**src/rtl/key_press_gen_if.sv**
```systemverilog
// key_press_gen_if: request/response bundle between a press requester (master)
// and the key-press generator (slave).
interface key_press_gen_if #(
  parameter int unsigned HOLD_W = 10
) ();
  logic              req;
  logic [HOLD_W-1:0] hold_len;
  logic              key;
  logic              ready;
  logic              done;
  logic [9:0]        press_cnt;

  modport master (
    output req,
    output hold_len,
    input  key,
    input  ready,
    input  done,
    input  press_cnt
  );

  modport slave (
    input  req,
    input  hold_len,
    output key,
    output ready,
    output done,
    output press_cnt
  );
endinterface

```
**src/rtl/key_press_gen.sv**
```systemverilog
// key_press_gen: drives an active-low key waveform (press, hold, release, gap) per request.
// Define KEY_BOUNCE_EN to add LFSR-driven contact bounce windows around the hold.
module key_press_gen #(
  parameter int unsigned HOLD_W     = 10,
  parameter int unsigned BOUNCE_CYC = 8,
  parameter int unsigned GAP_CYC    = 16
) (
  input  logic           clock,
  input  logic           reset,
  key_press_gen_if.slave bus
);

  localparam int unsigned GapW  = $clog2(GAP_CYC + 1);
  localparam int unsigned BncW  = $clog2(BOUNCE_CYC + 1);
  localparam int unsigned CntW0 = (HOLD_W > GapW) ? HOLD_W : GapW;
  localparam int unsigned CntW  = (CntW0 > BncW) ? CntW0 : BncW;

`ifdef KEY_BOUNCE_EN
  typedef enum logic [2:0] {
    StIdle, StPressBounce, StHold, StReleaseBounce, StGap
  } state_e;
`else
  typedef enum logic [1:0] {
    StIdle, StHold, StGap
  } state_e;
`endif

  state_e            state_q, state_d;
  logic [CntW-1:0]   cnt_q, cnt_d;
  logic              key_q, key_d;
  logic              ready_q, ready_d;
  logic              done_q, done_d;
  logic [9:0]        press_cnt_q, press_cnt_d;
  logic [HOLD_W-1:0] hold_eff;

`ifdef KEY_BOUNCE_EN
  logic [7:0]        lfsr_q, lfsr_d;
  logic [HOLD_W-1:0] hold_q, hold_d;
`endif

  // A zero hold length still produces a one-cycle press.
  assign hold_eff = (bus.hold_len == '0) ? HOLD_W'(1) : bus.hold_len;

  always_comb begin
    state_d     = state_q;
    cnt_d       = cnt_q;
    key_d       = key_q;
    ready_d     = ready_q;
    done_d      = 1'b0;
    press_cnt_d = press_cnt_q;
`ifdef KEY_BOUNCE_EN
    hold_d      = hold_q;
    lfsr_d      = {lfsr_q[6:0], lfsr_q[7] ^ lfsr_q[5] ^ lfsr_q[4] ^ lfsr_q[3]};
`endif

    unique case (state_q)
      StIdle: begin
        key_d   = 1'b1;
        ready_d = 1'b1;
        if (bus.req) begin
          ready_d = 1'b0;
          key_d   = 1'b0;
`ifdef KEY_BOUNCE_EN
          hold_d  = hold_eff;
          cnt_d   = CntW'(BOUNCE_CYC - 1);
          state_d = StPressBounce;
`else
          cnt_d   = CntW'(hold_eff) - CntW'(1);
          state_d = StHold;
`endif
        end
      end

`ifdef KEY_BOUNCE_EN
      // cnt_q counts cycles left after the current one; cnt_q==1 means the next is the last.
      StPressBounce: begin
        if (cnt_q == '0) begin
          key_d   = 1'b0;
          cnt_d   = CntW'(hold_q) - CntW'(1);
          state_d = StHold;
        end else begin
          cnt_d = cnt_q - CntW'(1);
          key_d = (cnt_q == CntW'(1)) ? 1'b0 : lfsr_d[0];
        end
      end
`endif

      StHold: begin
        key_d = 1'b0;
        if (cnt_q == '0) begin
          key_d   = 1'b1;
`ifdef KEY_BOUNCE_EN
          cnt_d   = CntW'(BOUNCE_CYC - 1);
          state_d = StReleaseBounce;
`else
          cnt_d   = CntW'(GAP_CYC - 1);
          state_d = StGap;
`endif
        end else begin
          cnt_d = cnt_q - CntW'(1);
        end
      end

`ifdef KEY_BOUNCE_EN
      StReleaseBounce: begin
        if (cnt_q == '0) begin
          key_d   = 1'b1;
          cnt_d   = CntW'(GAP_CYC - 1);
          state_d = StGap;
        end else begin
          cnt_d = cnt_q - CntW'(1);
          key_d = (cnt_q == CntW'(1)) ? 1'b1 : lfsr_d[0];
        end
      end
`endif

      StGap: begin
        key_d = 1'b1;
        if (cnt_q == '0) begin
          ready_d     = 1'b1;
          done_d      = 1'b1;
          press_cnt_d = press_cnt_q + 10'd1;
          state_d     = StIdle;
        end else begin
          cnt_d = cnt_q - CntW'(1);
        end
      end

      default: begin
        key_d   = 1'b1;
        ready_d = 1'b1;
        state_d = StIdle;
      end
    endcase
  end

  always_ff @(posedge clock) begin
    if (reset) begin
      state_q     <= StIdle;
      cnt_q       <= '0;
      key_q       <= 1'b1;
      ready_q     <= 1'b1;
      done_q      <= 1'b0;
      press_cnt_q <= '0;
`ifdef KEY_BOUNCE_EN
      lfsr_q      <= 8'hA5;
      hold_q      <= '0;
`endif
    end else begin
      state_q     <= state_d;
      cnt_q       <= cnt_d;
      key_q       <= key_d;
      ready_q     <= ready_d;
      done_q      <= done_d;
      press_cnt_q <= press_cnt_d;
`ifdef KEY_BOUNCE_EN
      lfsr_q      <= lfsr_d;
      hold_q      <= hold_d;
`endif
    end
  end

  assign bus.key       = key_q;
  assign bus.ready     = ready_q;
  assign bus.done      = done_q;
  assign bus.press_cnt = press_cnt_q;

endmodule

```
**src/flat_wrapper.sv**
```systemverilog
// flat-port wrapper written by rule: the top's interface ports become plain ports
module key_press_gen_flat 
#(
  parameter int unsigned HOLD_W     = 10,
  parameter int unsigned BOUNCE_CYC = 8,
  parameter int unsigned GAP_CYC    = 16
)
  (clock, reset, bus_req, bus_hold_len, bus_key, bus_ready, bus_done, bus_press_cnt);
  key_press_gen_if #(.HOLD_W(HOLD_W)) bus_i ();
  input  logic clock;
  input  logic reset;
  input wire logic [$bits(bus_i.req)-1:0] bus_req;
  input wire logic [$bits(bus_i.hold_len)-1:0] bus_hold_len;
  output wire logic [$bits(bus_i.key)-1:0] bus_key;
  output wire logic [$bits(bus_i.ready)-1:0] bus_ready;
  output wire logic [$bits(bus_i.done)-1:0] bus_done;
  output wire logic [$bits(bus_i.press_cnt)-1:0] bus_press_cnt;
  assign bus_i.req = bus_req;
  assign bus_i.hold_len = bus_hold_len;
  assign bus_key = bus_i.key;
  assign bus_ready = bus_i.ready;
  assign bus_done = bus_i.done;
  assign bus_press_cnt = bus_i.press_cnt;
  key_press_gen #(.HOLD_W(HOLD_W), .BOUNCE_CYC(BOUNCE_CYC), .GAP_CYC(GAP_CYC)) u_core (.clock(clock), .reset(reset), .bus(bus_i));
endmodule
```
**config.mk**
```make
export PLATFORM = sky130hd
export DESIGN_NAME = key_press_gen_flat
export DESIGN_NICKNAME = d
export VERILOG_FILES = /design/src/rtl/key_press_gen_if.sv /design/src/rtl/key_press_gen.sv /design/src/flat_wrapper.sv
export SDC_FILE = /design/constraint.sdc
export NUM_CORES = 1
export LEC_CHECK = 0
export CAP_MARGIN = 15
export CORE_ASPECT_RATIO = 1.4
export CORE_UTILIZATION = 40
export CTS_CLUSTER_DIAMETER = 150
export DETAILED_ROUTE_END_ITERATION = 7
export PLACE_DENSITY_LB_ADDON = 0.3
export RECOVER_POWER = 50
export SETUP_SLACK_MARGIN = 0.02
export SLEW_MARGIN = 20
export SYNTH_ARGS = -nofsm -noshare
export SYNTH_HDL_FRONTEND = slang
export SYNTH_SLANG_ARGS = --single-unit
```
**constraint.sdc**
```tcl
create_clock -name clock -period 5.67 [get_ports clock]
set_input_delay 1.134 -clock clock [delete_from_list [all_inputs] [get_ports clock]]
set_output_delay 1.134 -clock clock [all_outputs]
set_load 0.01 [all_outputs]
```
# ---- After elaboration in Yosys (flattened, before gate mapping)
# Cells that the tools add are included.
dict set report word_totals {
  ff_bits 25
  latchBits 0
  mem_bits_rw 0
  mem_bits_ro 0
  in_bits 13
  output_inout_bits 13
  wordCells 40
  memories 0
}
dict set report op_classes {
  add_sub_neg 3
  mul 0
  div_mod_pow 0
  magnitude_cmp 0
  eq_ne 6
  shifts 0
  muxes 14
  n_bitwise 2
  reduce_logical 9
}
# cell count
set op_table {}
lappend op_table {{10-bit two-way mux} 4}
lappend op_table {{10-bit case mux with 3 select lines} 1}
lappend op_table {{10-bit zero test} 2}
lappend op_table {{10-bit by 1-bit subtractor with 10-bit output (second input constant)} 2}
lappend op_table {{10-bit by 1-bit adder with 10-bit output (second input constant)} 1}
lappend op_table {{2-bit two-way mux} 3}
lappend op_table {{2-bit case mux with 3 select lines} 1}
lappend op_table {{3-bit AND reduction} 2}
lappend op_table {{2-bit by 1-bit != test with 1-bit output (second input constant)} 2}
lappend op_table {{2-bit != test (second input constant)} 2}
lappend op_table {{2-bit AND reduction} 2}
lappend op_table {{1-bit two-way mux} 3}
lappend op_table {{1-bit case mux with 3 select lines} 1}
lappend op_table {{3-bit nonzero test} 1}
lappend op_table {{2-bit by 1-bit == test with 1-bit output (second input constant)} 1}
lappend op_table {{2-bit == test (second input constant)} 1}
lappend op_table {{2-bit zero test} 1}
lappend op_table {{1-bit inverter} 2}
lappend op_table {{1-bit case mux with 2 select lines} 1}
lappend op_table {{2-bit OR reduction} 1}

# ---- Depth between registers and ports, before layout
# Gate-level depths: netlist of the first run.
dict set report logic_depth {
  ltp_word 5
  mapped_depth 9
  ltp_nobuf 9
}

# ---- Worst setup path before layout of the first run
# Ideal clock, no wire load.
dict set report synth_path {
  path_type {input -> register}
  from {input bus_hold_len[3]}
  to {register u_core.cnt_q[8]}
  setup_time_ns 0.117
  arrival_time_ns 2.791
  required_ns 5.553
  path_slack_ns 2.761
  cell_stages 9
  n_path_buf 0
  path_cell_list {or4_1 > nor2_1 > a21oi_1 > ha_1 > nor3b_1 > nand2_1 > xnor2_1 > a32o_1 > a32o_1}
}
dict set report synth_between {
  elab_chain_cells 5
}
# item line_no
set synth_lines {}
lappend synth_lines {{start, declared} flat_wrapper.sv:13} ;# input wire logic [$bits(bus_i.hold_len)-1:0] bus_hold_len;
lappend synth_lines {{10-bit zero test} key_press_gen.sv:42} ;# assign hold_eff = (bus.hold_len == '0) ? HOLD_W'(1) : bus.hold_len;
lappend synth_lines {{10-bit two-way mux (*)} key_press_gen.sv:42}
lappend synth_lines {{10-bit by 1-bit subtractor with 10-bit output (*)} key_press_gen.sv:68} ;# cnt_d = CntW'(hold_eff) - CntW'(1);
lappend synth_lines {{10-bit two-way mux (*)} key_press_gen.sv:60} ;# if (bus.req) begin
lappend synth_lines {{10-bit case mux with 3 select lines (*)} key_press_gen.sv:56} ;# unique case (state_q)
lappend synth_lines {{end signal, assigned} key_press_gen.sv:151} ;# cnt_q <= cnt_d;
lappend synth_lines {{end, declared} key_press_gen.sv:29} ;# logic [CntW-1:0] cnt_q, cnt_d;
# Every way passes the cells marked *; elsewhere a longest branch is shown, timed or not. The select of a mux whose other input is x is not followed.
# A chain may end at the register's enable or synchronous reset.

# ---- Final worst setup path of the first run
dict set report layout_path {
  from {register u_core.cnt_q[0]}
  to {register u_core.cnt_q[6]}
}
dict set report layout_between {
  elab_chain_cells 3
  word_cells_on_any_way 7
  classes_between {add/sub: 1; eq/ne: 1; mux: 3; reduce/logical: 2}
}
# item line_no
set layout_lines {}
lappend layout_lines {{10-bit by 1-bit subtractor with 10-bit output / 10-bit zero test (equally long branches)} --}
lappend layout_lines {{10-bit two-way mux, or another cell as far along} key_press_gen.sv:119} ;# if (cnt_q == '0) begin
lappend layout_lines {{10-bit case mux with 3 select lines / 3-bit AND reduction (equally long branches)} --}
# Parallel ways exist; a longest one is shown, timed or not. The select of a mux whose other input is x is not followed.

==> results of run 1 <==
-- kinds of logic (layout without fill, tap and decap cells) --
logic type	Yosys count	in the layout
AND/OR/NAND/NOR	75	75
AO/OA/AOI/OAI	59	59
buffers and inverters	20	39
flip-flops	25	25
adder cells (fa/ha/maj)	7	7
XOR/XNOR	14	14
multiplexers	1	1
-- flip-flops by register name, indices dropped and copies added, names as in the netlist --
signal and cells:
u_core.state_q 2, u_core.cnt_q 10, u_core.bus.press_cnt 10, u_core.bus.done 1, u_core.bus.ready 1, u_core.bus.key 1
-- final cells by class --
type	count	area, um^2	area share, %
timing repair buffer	25	250	13.2
clock buffer	3	41.3	2.18
clock inverter	1	7.51	0.396
multi-input combinational	156	1010	53.1
sequential	25	500	26.4
inverter	10	37.5	1.98
tap	42	52.6	2.77
-- stage by stage --
step | hold slack (ns) | cell area, um^2 | setup WS [ns] | instances
after floorplan | 0.460 | 1610 | 2.76 | 201
after global placement | 0.471 | 1870 | 2.22 | 258
after detailed placement | 0.484 | 1870 | 2.15 | 258
after CTS | 0.498 | 1920 | 2.44 | 262
after global routing | 0.509 | 1900 | 2.07 | 262
final | 0.487 | 1900 | 2.35 | 262
-- worst register-to-register path: stages (launching register included) --
cell and delay, ns:
dfxtp_1 0.35, inv_1 0.12, ha_1 0.22, or3b_1 0.46
nor4_1 1.19, a21boi_1 0.50, o21ai_0 0.29, a21oi_1 0.06
-- synth_stat cells (2+ instances only) --
library cell / instances / area (um^2)
a211oi_1: 4 / 30.0
a211oi_2: 2 / 25.0
a21oi_1: 15 / 75.1
a32o_1: 4 / 40.0
buf_2: 2 / 10.0
clkbuf_1: 7 / 26.3
dfxtp_1: 25 / 500
ha_1: 7 / 87.6
inv_1: 10 / 37.5
nand2_1: 12 / 45.0
nand3_1: 5 / 25.0
nand4_1: 3 / 18.8
nor2_1: 23 / 86.3
nor2b_1: 3 / 18.8
nor3_1: 9 / 45.0
nor3b_1: 3 / 22.5
nor4_1: 2 / 12.5
o21ai_0: 10 / 50.1
o21ai_1: 5 / 25.0
o22ai_1: 2 / 12.5
o311ai_0: 2 / 17.5
o31ai_1: 4 / 30.0
o32ai_1: 2 / 17.5
or2_2: 2 / 12.5
or3_1: 2 / 12.5
or4_1: 4 / 30.0
xnor2_1: 10 / 87.6
xor2_1: 4 / 35.0
-- routing by layer --
layer	wire length (um)	GRT usage [%]	share of wire, %	vias up
met3	123	3.37	3.3	12
met1	1630	19.7	43	716
met2	1860	31.1	49	41
li1	-	-	-	776
met5	0	0	0	-
met4	146	12.0	3.9	0
-- where the power goes --
part / total (mW) / internal (mW) / switching, mW
sequential: 0.203 / 0.190 / 0.0134
clock: 0.111 / 0.0499 / 0.0611
combinational: 0.159 / 0.0591 / 0.0998
total: 0.473 / 0.299 / 0.174
-- path summary, 6_finish.rpt --
path / start / end / slack, ns
setup / recovery: u_core.cnt_q[0]$_SDFFE_PP0P_ / u_core.cnt_q[6]$_SDFFE_PP0P_ / 2.35
hold / removal: u_core.bus.press_cnt[9]$_SDFFE_PP0P_ / u_core.bus.press_cnt[9]$_SDFFE_PP0P_ / 0.49
setup reg to reg: u_core.cnt_q[0]$_SDFFE_PP0P_ / u_core.cnt_q[6]$_SDFFE_PP0P_ / 2.35
hold reg to reg: u_core.bus.press_cnt[9]$_SDFFE_PP0P_ / u_core.bus.press_cnt[9]$_SDFFE_PP0P_ / 0.49
==> summary.md, run 1 <==
| Metric | Value |
|---|---|
| Post-CTS sizing | 0 |
| Largest net degree at the start of global routing | 22 |
| Failing checks | capacitance limit, slew limit |
| Startpoint class of the critical path | flop |
| Site Rows | 26 |
| Post-synthesis sequential area ratio | 31.0% |
| TritonCTS Buffers | 3 |
| Dpl hpwl | 2.83 mm |
| Peak Freq | 301 MHz |
| N_diodes | 0 |
| Synth Cell Area | around 1600 um^2 |
| Distinct cells, synth | 46 |
| Flops & latches, synth | 25 |
| Average via count per standard cell | 5.90 |
| Main combinational cell family by area after synthesis | compound AO/OA/AOI/OAI gates |
| Pwr Density | about 250 nW/um^2 |
| RSZ-0062 raised after global routing | no |
| Synth warn | 0 |
| DRT Pass-1 Iters | 4 |
| Multiplexer area fraction after synthesis | less than 1% |
| Peak VDD IR | between 0.0001 and 0.00015 V |
| Clock root buffer | clkbuf_8 |
| Data required time of the critical path | between 5 and 6 ns |
| # DRC | 0 |
| Vias in the first global route | about 1400 |
| Synth Area in XOR/XNOR | approximately 7.6% |
| Post-synthesis simple-gate area fraction | between 20% and 30% |
| Period utilisation layout | approximately three fifths |
| Headroom to the max-slew limit | -3.38% |
| Clk buf depth | 2 |
| Buf/Inv on CP | 1 |
| Total GRT Usage | between 15 and 20% |
| CP max FO | 9 |
| CP max stage delay | 1.19 ns |
| Ys async rst share | 0% |
| Die Y | 77.1 um |
| Die X-Extent | around 56 um |
| FF-to-FF path depth | 7 |
| Initial antenna violation count | 0 |
| Fill cell count | ~360 |
| Antenna viol nets, final | 0 |
| Setup violations, final | 0 |
| Crit path kind | flop to flop |
| H-tree Lvls | 1 |
| Port Buffers | 25 |
| Postcts setup bufs | 0 |
| Leakage power | between 0.6 and 0.7 nW |
| Total congestion overflow | 0 |
| Area Growth Syn to Fin | 17.7% |
| First-pass GRT wire length | approximately 6.3 mm |
| Worst-Margin Slew | about 1.5 ns |
| I/O pin count | 26 |
| Layout Utilization | between 50 and 60% |
| Synth Area in Compound Gates | approximately a quarter |
| Ratio of cells with drive above 1 in the final layout | about 4.5% |
| Synth Area in Adders | 5.43% |
| Hold Fails Final Rpt | 0 |
| Synthesized area per cell | roughly 8.0 um^2 |
| Initial drt markers | 47 |
| Worst-path clk slew | 0.10 ns |
| Outcome | complete, but fails checks |
| Final Power | roughly 0.47 mW |
| EDFF count, synth | 0 |
| RD Place Congestion | 0.869 |
| Cts hold-fix bufs | 0 |
| Die area | ~4300 um^2 |
| Initial Util | between 40% and 50% |
| WL per Instance | ~14 um |
| Via count | 1545 |
| Syn_nets | between 200 and 250 |
| Ys flop type | dfxtp_1 |
| CORE AREA | between 3000 and 4000 um^2 |
| Instance count of the mapped netlist | between 200 and 250 |
| CP endpoint kind | flop |
| Crit path depth | 7 |
| HP Class | flop to flop |
| Hold path depth | 2 |
| Clk_lat worst skew | 0.28 ns |
| CTS tree | built |
| CP Cell Sequence | inv_1 -> ha_1 -> or3b_1 -> nor4_1 -> a21boi_1 -> o21ai_0 -> a21oi_1 |
| Crit path DAT | roughly 3.5 ns |
| Final Skew | between 0.008 and 0.009 ns |
| Nets@finish | between 200 and 250 |
| TritonCTS Sinks | 25 |
| Leading cell type in the layout, fill and taps excluded | dfxtp_1 |
| Final Slew Violations | 10 |
| CP max-delay cell | nor4_1 |
| Crit-path leading delay family | simple AND/OR/NAND/NOR gates |
| Most frequent cells in the layout | dfxtp_1, nor2_1, clkdlybuf4s50_1 |
| Detailed Route WL | approximately 3.8 mm |
| Fin crit period | around 3.3 ns |
| Max Cap Viol | 1 |
| Fin Setup TNS | 0 ns |
Power figures use the tool's default switching activity.
==> run 2, diff against run 1 <==
Clock period 5.67 ns to 2.9 ns, I/O delays scaled along.
==> run 2 against run 1 <==
  * The run now ends clean
  * Via count increased by 2.9%
  * Sequential power rose by 97%
  * Worst hold slack got worse by 0.0031 ns
  * Cell count is 3.4% higher
  * Final area increased by 4.0%
  * Clock-buffer cell count unchanged
  * Critical path depth grew 3
  * Die area did not move
  * Register-to-register slack worse by 1.8 ns
  * Core utilization is 2.0 points higher
  * Flip-flop and latch count unchanged
  * Highest routed layer unchanged
==> summary.md, run 2 (synthesis results as in run 1) <==
| Metric | Value |
|---|---|
| Worst-Margin Slew | 0.594 ns (-0.942 ns) |
| CTS tree | built |
| Ratio of cells with drive above 1 in the final layout | 8.30% (+3.8 points) |
| Post-CTS sizing | 0 (unchanged) |
| CP endpoint kind | flop |
| Period utilisation layout | 88.2% |
| Data required time of the critical path | 3.07 ns (-2.75 ns) |
| Port Buffers | 25 (unchanged) |
| Die Y | 77.1 um (unchanged) |
| Clock root buffer | clkbuf_8 |
| WL per Instance | 13.6 um (-5.0%) |
| Vias in the first global route | 1432 (+0.70%) |
| Clk_lat worst skew | 0.27 ns (about the same) |
| I/O pin count | 26 (unchanged) |
| Peak Freq | 391 MHz |
| Hold Fails Final Rpt | 0 (unchanged) |
| Fin area | 1970 um^2 (+4.0%) |
| Setup violations, final | 0 (unchanged) |
| Dpl cells | 267 (+3.5%) |
| Initial antenna violation count | 0 (unchanged) |
| Cts hold-fix bufs | 0 (unchanged) |
| Total GRT Usage | 18.1% (+0.082 points) |
| Final Skew | 0.00252 ns (-0.00617 ns) |
| Finished Layout Cells | 271 (+3.4%) |
| RSZ-0062 raised after global routing | no |
| Worst-path clk slew | 0.09 ns (about the same) |
| Area Growth Syn to Fin | 22.3% |
| CORE AREA | 3740 um^2 (unchanged) |
| WHS | 0.484 ns (-0.00313 ns) |
| Die area | 4290 um^2 (unchanged) |
| DRT Pass-1 Iters | 5 (+1) |
| Dpl hpwl | 2.84 mm (+0.41%) |
| Placed Area | 1940 um^2 (+3.6%) |
| Clk buf depth | 2 (unchanged) |
| Peak VDD IR | 0.000286 V (+100%) |
| Postcts setup bufs | 0 (unchanged) |
| Headroom to the max-slew limit | 60.3% (+64 points) |
| Total congestion overflow | 0 (unchanged) |
| Pwr Density | 477 nW/um^2 (+91%) |
| First-pass GRT wire length | 6.31 mm (+0.88%) |
| Via count | 1590 (+2.9%) |
| Average via count per standard cell | 5.87 (-0.51%) |
| Leakage power | 0.737 nW (+9.6%) |
| Final Power | 0.940 mW (+99%) |
| Antenna viol nets, final | 0 (unchanged) |
| Detailed Route WL | 3.70 mm (-1.8%) |
| Largest net degree at the start of global routing | 22 (unchanged) |
| TritonCTS Buffers | 3 (unchanged) |
| Nets@finish | 250 (+3.7%) |
| Fin crit period | around 2.6 ns |
| Initial drt markers | 47 (unchanged) |
| Die X-Extent | 55.7 um (unchanged) |
| Startpoint class of the critical path | input port |
| TritonCTS Sinks | 25 (unchanged) |
| # DRC | 0 (unchanged) |
| H-tree Lvls | 1 (unchanged) |
| Outcome | complete, no violations |
| Max Cap Viol | 0 (-1) |
| CP max FO | 4 (-5) |
| Crit path DAT | 2.73 ns (-0.74 ns) |
| HP Class | flop to flop |
| Site Rows | 26 (unchanged) |
| RD Place Congestion | 0.846 (-2.7%) |
| Fin Setup TNS | 0 ns (unchanged) |
| Final Slew Violations | 0 (-10) |
| Initial Util | 43.1% (unchanged) |
| N_diodes | 0 (unchanged) |
| Most frequent cells in the layout | dfxtp_1, nor2_1, a21oi_1 |
| Crit path kind | input port to flop |
| Leading cell type in the layout, fill and taps excluded | dfxtp_1 |
-- run 2: area by class of cell --
| type | instances | area [um^2] |
|---|---|---|
| Fill cell | 354 | 1770 |
| Multi-Input combinational cell | 156 | 1020 |
| Sequential cell | 25 | 500 |
| Timing Repair Buffer | 34 | 314 |
| Tap cell | 42 | 52.6 |
| Clock buffer | 3 | 41.3 |
| Inverter | 10 | 37.5 |
| Clock inverter | 1 | 5.00 |
-- run 2: power by group --
part	switching (mW)	internal, mW	total [mW]
Combinational	0.200	0.129	0.328
Clock	0.116	0.0964	0.213
Sequential	0.0287	0.371	0.399
Total	0.345	0.596	0.940
-- run 2: stage by stage --
stage	utilization (%)	worst slack, ns
finish	52.7	0.342
global route	52.7	0.148
CTS	53.0	0.352
detailed placement	51.7	0.0521
global placement	51.7	0.0935
floorplan	-	0.545
-- run 2: path summary, 6_finish.rpt --
check	depth (start not counted)	start	slack, ns	end
hold reg to reg	2	u_core.bus.press_cnt[1]$_SDFFE_PP0P_	0.48	u_core.bus.press_cnt[1]$_SDFFE_PP0P_
setup reg to reg	7	u_core.cnt_q[0]$_SDFFE_PP0P_	0.52	u_core.cnt_q[7]$_SDFFE_PP0P_
hold / removal	2	u_core.bus.press_cnt[1]$_SDFFE_PP0P_	0.48	u_core.bus.press_cnt[1]$_SDFFE_PP0P_
setup / recovery	10	bus_hold_len[7]	0.34	u_core.cnt_q[8]$_SDFFE_PP0P_
-- run 2: routing by layer --
metal  part of all wire (%)  routed length [um]  vias to the layer above  global-route usage [%]
met5                      0                   0                        -                       0
met4                    2.8                 104                        0                    8.25
met3                    3.3                 123                        9                    1.52
met2                     51                1900                       46                    31.4
met1                     43                1570                      736                    22.4
li1                       -                   -                      799                       -
-- run 2: worst max-delay path, cell delays in order --
cell and delay (ns):
clkdlybuf4s50_1 0.51, or4_1 0.14, nor2_1 0.04, a21oi_1 0.21, ha_1 0.21, nor3b_1 0.36, nand2_1 0.12, xnor2_1 0.16
a32o_1 0.21, a32o_1 0.19
